==> config.mk <==
export PLATFORM = sky130hd
export DESIGN_NAME = fetch_stage_flat
export DESIGN_NICKNAME = d
export VERILOG_FILES = /design/src/rtl/mips_pkg.sv /design/src/rtl/fetch_stage_if.sv /design/src/rtl/fetch_stage_sat_counter.sv /design/src/rtl/fetch_stage.sv /design/src/flat_wrapper.sv
export SDC_FILE = /design/constraint.sdc
export NUM_CORES = 1
export LEC_CHECK = 0
export CAP_MARGIN = 20
export CELL_PAD_IN_SITES_DETAIL_PLACEMENT = 1
export CELL_PAD_IN_SITES_GLOBAL_PLACEMENT = 2
export CORE_ASPECT_RATIO = 1.1
export CORE_UTILIZATION = 28
export DETAILED_ROUTE_END_ITERATION = 8
export PLACE_DENSITY = 0.95
export SYNTH_ARGS = -nofsm -noshare
export SYNTH_HDL_FRONTEND = slang
export SYNTH_SLANG_ARGS = --single-unit
==> constraint.sdc <==
create_clock -name clk -period 6 [get_ports clk]
set_clock_uncertainty 0.2 [all_clocks]
set_input_delay 1.8 -clock clk [delete_from_list [all_inputs] [get_ports clk]]
set_output_delay 1.8 -clock clk [all_outputs]
set_load 0.01 [all_outputs]
==> src/rtl/mips_pkg.sv <==
// Shared types and helpers for the MIPS pipeline stages.
// Holds the IF/ID register layout, the bubble value and the text-segment range check.
package mips_pkg;

    localparam logic [31:0] NOP_INSTR          = 32'h0000_0000;
    localparam logic [31:0] TEXT_START_DEFAULT = 32'h0040_0000;
    localparam int unsigned TEXT_BYTES_DEFAULT = 1024;

    typedef struct packed {
        logic        valid;
        logic [31:0] instr;
        logic [31:0] pc_plus4;
    } if_id_t;

    localparam if_id_t IF_ID_BUBBLE = '{valid: 1'b0, instr: NOP_INSTR, pc_plus4: 32'h0};

    // Word-aligned and inside [base, base+bytes); the offset compare avoids overflow at the top.
    function automatic logic is_text_addr(input logic [31:0] addr,
                                          input logic [31:0] base,
                                          input logic [31:0] bytes);
        logic [31:0] off;
        off = addr - base;
        return (addr[1:0] == 2'b00) && (addr >= base) && (off < bytes);
    endfunction

endpackage

==> src/rtl/fetch_stage_if.sv <==
// Bundle between the fetch stage and its surroundings (hazard unit, branch unit, imem, ID stage).
// master = fetch stage side, slave = environment side.
interface fetch_stage_if #(
    parameter int CNT_W = 32
);

    logic             stall_if;
    logic             flush_if;
    logic             redirect_valid;
    logic [31:0]      redirect_pc;
    logic [31:0]      imem_addr;
    logic [31:0]      imem_rdata;
    logic [31:0]      pc;
    logic             if_id_valid;
    logic [31:0]      if_id_instr;
    logic [31:0]      if_id_pc_plus4;
    logic             fetch_fault;
    logic [CNT_W-1:0] fetched_cnt;
    logic [CNT_W-1:0] stall_cnt;

    modport master (
        input  stall_if, flush_if, redirect_valid, redirect_pc, imem_rdata,
        output imem_addr, pc, if_id_valid, if_id_instr, if_id_pc_plus4,
               fetch_fault, fetched_cnt, stall_cnt
    );

    modport slave (
        output stall_if, flush_if, redirect_valid, redirect_pc, imem_rdata,
        input  imem_addr, pc, if_id_valid, if_id_instr, if_id_pc_plus4,
               fetch_fault, fetched_cnt, stall_cnt
    );

endinterface

==> src/rtl/fetch_stage_sat_counter.sv <==
// Saturating up-counter: clr wins, then en adds one unless already all-ones.
// Latency: count visible the edge after en. No backpressure.
// clr is synchronous.
module sat_counter #(
    parameter int W = 32
) (
    input  logic         clk,
    input  logic         clr,
    input  logic         en,
    output logic [W-1:0] cnt
);

    logic [W-1:0] cnt_q;
    logic [W-1:0] cnt_d;

    always_comb begin
        cnt_d = cnt_q;
        if (en && (cnt_q != '1)) begin
            cnt_d = cnt_q + W'(1);
        end
    end

    always_ff @(posedge clk) begin
        if (clr) begin
            cnt_q <= '0;
        end else begin
            cnt_q <= cnt_d;
        end
    end

    assign cnt = cnt_q;

endmodule

==> src/rtl/fetch_stage.sv <==
// IF stage: PC register, imem address, IF/ID register, sticky fetch fault, debug counters.
// Latency: word at pc lands in IF/ID on the next posedge.
// Backpressure: stall_if holds pc and IF/ID; redirect overrides stall/flush/fault.
module fetch_stage
    import mips_pkg::*;
#(
    parameter logic [31:0] TEXT_START = TEXT_START_DEFAULT,
    parameter int unsigned TEXT_BYTES = TEXT_BYTES_DEFAULT,
    parameter int          CNT_W      = 32
) (
    input  logic          clk,
    input  logic          rst,
    fetch_stage_if.master bus
);

    logic [31:0] pc_q;
    logic [31:0] pc_d;
    if_id_t      if_id_q;
    if_id_t      if_id_d;
    logic        fault_q;
    logic        fault_d;

    logic [31:0] pc_plus4;
    logic        pc_legal;
    logic        redirect_legal;
    logic        fetch_en;
    logic        stall_en;
    logic [CNT_W-1:0] fetched_cnt;
    logic [CNT_W-1:0] stall_cnt;

    assign pc_plus4       = pc_q + 32'd4;
    assign pc_legal       = is_text_addr(pc_q, TEXT_START, 32'(TEXT_BYTES));
    assign redirect_legal = is_text_addr(bus.redirect_pc, TEXT_START, 32'(TEXT_BYTES));

    always_comb begin
        pc_d     = pc_q;
        if_id_d  = if_id_q;
        fault_d  = fault_q;
        fetch_en = 1'b0;
        stall_en = 1'b0;
        if (bus.redirect_valid) begin
            pc_d    = bus.redirect_pc;
            if_id_d = IF_ID_BUBBLE;
            fault_d = !redirect_legal;
        end else begin
            stall_en = bus.stall_if;
            if (fault_q) begin
                if_id_d = IF_ID_BUBBLE;
            end else if (bus.stall_if) begin
                if (bus.flush_if) begin
                    if_id_d = IF_ID_BUBBLE;
                end
            end else if (!pc_legal) begin
                // Freeze on the offending address so the debugger sees where fetch left text.
                fault_d = 1'b1;
                if_id_d = IF_ID_BUBBLE;
            end else begin
                pc_d = pc_plus4;
                if (bus.flush_if) begin
                    if_id_d = IF_ID_BUBBLE;
                end else begin
                    if_id_d  = '{valid: 1'b1, instr: bus.imem_rdata, pc_plus4: pc_plus4};
                    fetch_en = 1'b1;
                end
            end
        end
    end

    always_ff @(posedge clk) begin
        if (rst) begin
            pc_q    <= TEXT_START;
            if_id_q <= IF_ID_BUBBLE;
            fault_q <= 1'b0;
        end else begin
            pc_q    <= pc_d;
            if_id_q <= if_id_d;
            fault_q <= fault_d;
        end
    end

    sat_counter #(.W(CNT_W)) u_fetched_cnt (
        .clk (clk),
        .clr (rst),
        .en  (fetch_en),
        .cnt (fetched_cnt)
    );

    sat_counter #(.W(CNT_W)) u_stall_cnt (
        .clk (clk),
        .clr (rst),
        .en  (stall_en),
        .cnt (stall_cnt)
    );

    assign bus.imem_addr      = pc_q;
    assign bus.pc             = pc_q;
    assign bus.if_id_valid    = if_id_q.valid;
    assign bus.if_id_instr    = if_id_q.instr;
    assign bus.if_id_pc_plus4 = if_id_q.pc_plus4;
    assign bus.fetch_fault    = fault_q;
    assign bus.fetched_cnt    = fetched_cnt;
    assign bus.stall_cnt      = stall_cnt;

endmodule
==> src/flat_wrapper.sv <==
// flat-port wrapper written by rule: the top's interface ports become plain ports
module fetch_stage_flat import mips_pkg::*;
#(
    parameter logic [31:0] TEXT_START = TEXT_START_DEFAULT,
    parameter int unsigned TEXT_BYTES = TEXT_BYTES_DEFAULT,
    parameter int          CNT_W      = 32
)
  (clk, rst, bus_stall_if, bus_flush_if, bus_redirect_valid, bus_redirect_pc, bus_imem_rdata, bus_imem_addr, bus_pc, bus_if_id_valid, bus_if_id_instr, bus_if_id_pc_plus4, bus_fetch_fault, bus_fetched_cnt, bus_stall_cnt);
  fetch_stage_if #(.CNT_W(CNT_W)) bus_i ();
  input  logic clk;
  input  logic rst;
  input wire logic [$bits(bus_i.stall_if)-1:0] bus_stall_if;
  input wire logic [$bits(bus_i.flush_if)-1:0] bus_flush_if;
  input wire logic [$bits(bus_i.redirect_valid)-1:0] bus_redirect_valid;
  input wire logic [$bits(bus_i.redirect_pc)-1:0] bus_redirect_pc;
  input wire logic [$bits(bus_i.imem_rdata)-1:0] bus_imem_rdata;
  output wire logic [$bits(bus_i.imem_addr)-1:0] bus_imem_addr;
  output wire logic [$bits(bus_i.pc)-1:0] bus_pc;
  output wire logic [$bits(bus_i.if_id_valid)-1:0] bus_if_id_valid;
  output wire logic [$bits(bus_i.if_id_instr)-1:0] bus_if_id_instr;
  output wire logic [$bits(bus_i.if_id_pc_plus4)-1:0] bus_if_id_pc_plus4;
  output wire logic [$bits(bus_i.fetch_fault)-1:0] bus_fetch_fault;
  output wire logic [$bits(bus_i.fetched_cnt)-1:0] bus_fetched_cnt;
  output wire logic [$bits(bus_i.stall_cnt)-1:0] bus_stall_cnt;
  assign bus_i.stall_if = bus_stall_if;
  assign bus_i.flush_if = bus_flush_if;
  assign bus_i.redirect_valid = bus_redirect_valid;
  assign bus_i.redirect_pc = bus_redirect_pc;
  assign bus_i.imem_rdata = bus_imem_rdata;
  assign bus_imem_addr = bus_i.imem_addr;
  assign bus_pc = bus_i.pc;
  assign bus_if_id_valid = bus_i.if_id_valid;
  assign bus_if_id_instr = bus_i.if_id_instr;
  assign bus_if_id_pc_plus4 = bus_i.if_id_pc_plus4;
  assign bus_fetch_fault = bus_i.fetch_fault;
  assign bus_fetched_cnt = bus_i.fetched_cnt;
  assign bus_stall_cnt = bus_i.stall_cnt;
  fetch_stage #(.TEXT_START(TEXT_START), .TEXT_BYTES(TEXT_BYTES), .CNT_W(CNT_W)) u_core (.clk(clk), .rst(rst), .bus(bus_i));
endmodule
==> run metrics <==
Worst-path clk slew=70 ps; ys async rst share=0%; Synth Area in Adders=less than 1%; fraction of layout cells with a size suffix above 1=6.39%; clock buffer count from CTS=17; RSZ-0062 raised after global routing=no; vias in the first global route=6856; Root Buffer=clkbuf_16; core area=24700 um2; area grow syn2layout=45.9%; first-pass GRT wire length=38000 um; per-cell routed wire length=between 15 and 20 um; Final Critical Period=4400 ps; vias per cell=5.27; GP Congestion=0.760; hold_ws=266 ps; Top Layer Used=met4; largest family of logic cells by synthesized area=simple AND/OR/NAND/NOR gates; Rel. slew slack=roughly 33%; hold_buf cts=0; Comb power frac=approximately 8%; post-synthesis sequential area ratio=between 40% and 50%; final antenna-violating net count=0; Synth Instances=793; CTS sink count=between 150 and 200; Net Switching=0.635 mW; commonest cells after routing, fill and taps aside=clkdlybuf4s50_1, dfxtp_1, nor2_1; Setup crit end kind=flop; DRT met1 WL=10500 um; crit path DAT=4550 ps; DIE HEIGHT=approximately 170 um; Finished Core Util=42.1%; HPWL Detailed=17800 um; Net Sw Frac=25.7%; Synth Cell Area=7130 um2; final wirelength=24700 um; DRT Pass-1 Iters=6; cts repair resizes=0; count of warnings emitted by yosys=0; syn_nets=between 800 and 900; mux contribution to synthesized area=2.46%; final period utilization=approximately three quarters; port bufs=262; dominant synthesized flop cell=dfxtp_1; metal2 WL=around 12000 um; Detailed Route Iter0 Violations=276; Power Internal=1.83 mW; DIE WIDTH=154 um; Hold Vio Cnt, Final=0; Clk pwr share=46.8%; # setup viols final=0; Initial Util=between 20% and 30%; xor/xnor share of the synthesized area=1.47%; PD cells=237 nW/um2; DR vias=7005; final setup TNS=0 ps; Pleak=about 3.4 nW; #FFs+latches synth=between 150 and 200; row count=60; Clock H-tree levels=4; Nets=around 1.1k; post-synthesis compound-gate area fraction=17.2%; antenna violations before repair=2; Max Fclk=227 MHz; Hold Crit Class=reg -> reg; commonest non-fill, non-tap cell in the layout=clkdlybuf4s50_1; CTS tree=yes; gr ovfl total=0; Worst Path Required=6140 ps; DIE AREA=26100 um2; Worst Path Max Fanout=17; share of power burned in registers=45.1%; max capacitance violation total=0; # IOs=263; WL met3=1220 um; EDFF count, synth=0; crit path kind=in -> reg; CP Launch Type=input port; clock buffer depth=2; Synth Area in Simple Gates=25.9%; Cell variety after synth=58; drt drc=0; Max VDD drop=0.165 mV; gr usage total=a little under a fifth; Worst Max-Slew Pin Slew=999 ps; syn_area_per_cell=8.99 um2; max-slew violations=0; pin count of the biggest net entering global routing=85; Setup Fix Bufs, Post-CTS=0; run status=finished clean; worst skew pair latency=about 430 ps
==> synthesized netlist by cell type, types with 5 or more instances <==
cell | count | area share [%]
dfxtp_1 | 162 | 45
nor2_1 | 78 | 4.1
a21oi_1 | 52 | 3.7
a22oi_1 | 41 | 4.3
clkbuf_1 | 38 | 2.0
buf_4 | 32 | 3.4
and2_1 | 28 | 2.5
or3_1 | 28 | 2.5
nand2_1 | 27 | 1.4
nand4_1 | 27 | 2.4
nand3_1 | 26 | 1.8
or4_1 | 25 | 2.6
o21ai_0 | 22 | 1.5
o31ai_1 | 20 | 2.1
a22o_1 | 19 | 2.3
nor2b_1 | 19 | 1.7
inv_1 | 16 | 0.84
nor4_1 | 15 | 1.3
nor3_1 | 14 | 0.98
mux2_2 | 12 | 1.9
and4_1 | 11 | 1.4
and3_1 | 8 | 0.70
xnor2_1 | 7 | 0.86
xor2_1 | 5 | 0.61
==> worst max-delay path, stage by stage <==
cell	delay [ps]
clkdlybuf4s50_1	420
buf_4	200
or2_1	280
or3_1	330
or4b_1	750
or4_1	580
a21oi_1	180
==> worst paths after layout <==
check	start	endpoint	slack [ps]	cells past startpoint
max reg2reg	u_core.bus.imem_addr[17]	u_core.u_fetched_cnt.cnt[18]	2890	5
min	u_core.bus.if_id_pc_plus4[29]	u_core.bus.if_id_pc_plus4[29]	270	1
min reg2reg	u_core.bus.if_id_pc_plus4[29]	u_core.bus.if_id_pc_plus4[29]	270	1
max	bus_redirect_valid	u_core.u_fetched_cnt.cnt[18]	1600	7
==> routing by layer <==
layer  GRT usage, %  up-vias
met5              0        -
met4           6.96        0
met3           4.62       35
met2           31.9      171
met1           21.8     3460
li1               -     3339
==> registers in the layout, summed over array words and instances (netlist names) <==
| name | count |
|---|---|
| u_core.bus.if_id_instr | 32 |
| u_core.bus.if_id_pc_plus4 | 32 |
| u_core.bus.imem_addr | 32 |
| u_core.u_fetched_cnt.cnt | 32 |
| u_core.u_stall_cnt.cnt | 32 |
| u_core.bus.fetch_fault | 1 |
| u_core.bus.if_id_valid | 1 |
==> final cells by class <==
cell class / instances / area, um2
Clock buffer: 17 / 425
Fill cell: 2818 / 14300
Antenna cell: 1 / 2.50
Tap cell: 310 / 388
Clock inverter: 14 / 188
Multi-Input combinational cell: 539 / 3420
Timing Repair Buffer: 270 / 2680
Sequential cell: 162 / 3240
Inverter: 16 / 60.1
==> logic make-up (layout without fill, tap and decap cells) <==
kind of cell / Yosys count / after routing
AOI/OAI and AO/OA: 182 / 182
adders and majority gates: 4 / 4
DFF: 162 / 162
other: 0 / 1
xor gates and xnor gates: 12 / 12
and+or+nand+nor: 325 / 325
buffers and inverters: 92 / 317
muxes: 16 / 16
==> through the flow <==
| stage | power, mW | instance area [um2] | cells | setup WS, ps |
|---|---|---|---|---|
| final | 2.47 | 10400 | 1329 | 1600 |
| after global routing | 2.56 | 10400 | 1329 | 1550 |
| after CTS | 2.51 | 10400 | 1326 | 1630 |
| after detailed placement | 1.34 | 9770 | 1295 | 1180 |
| after global placement | 1.34 | 9770 | 1295 | 1250 |
| after floorplan | 1.22 | 7130 | 793 | 2190 |
==> power by group through the flow <==
| stage | sequential (mW) | combinational [mW] | clock (mW) |
|---|---|---|---|
| floorplan | 1.14 | 0.0874 | 0 |
| global placement | 1.14 | 0.198 | 0 |
| detailed placement | 1.14 | 0.201 | 0 |
| CTS | 1.11 | 0.202 | 1.19 |
| global route | 1.12 | 0.215 | 1.23 |
| finish | 1.11 | 0.201 | 1.15 |
Note: power is estimated with default switching activity, not from simulation.
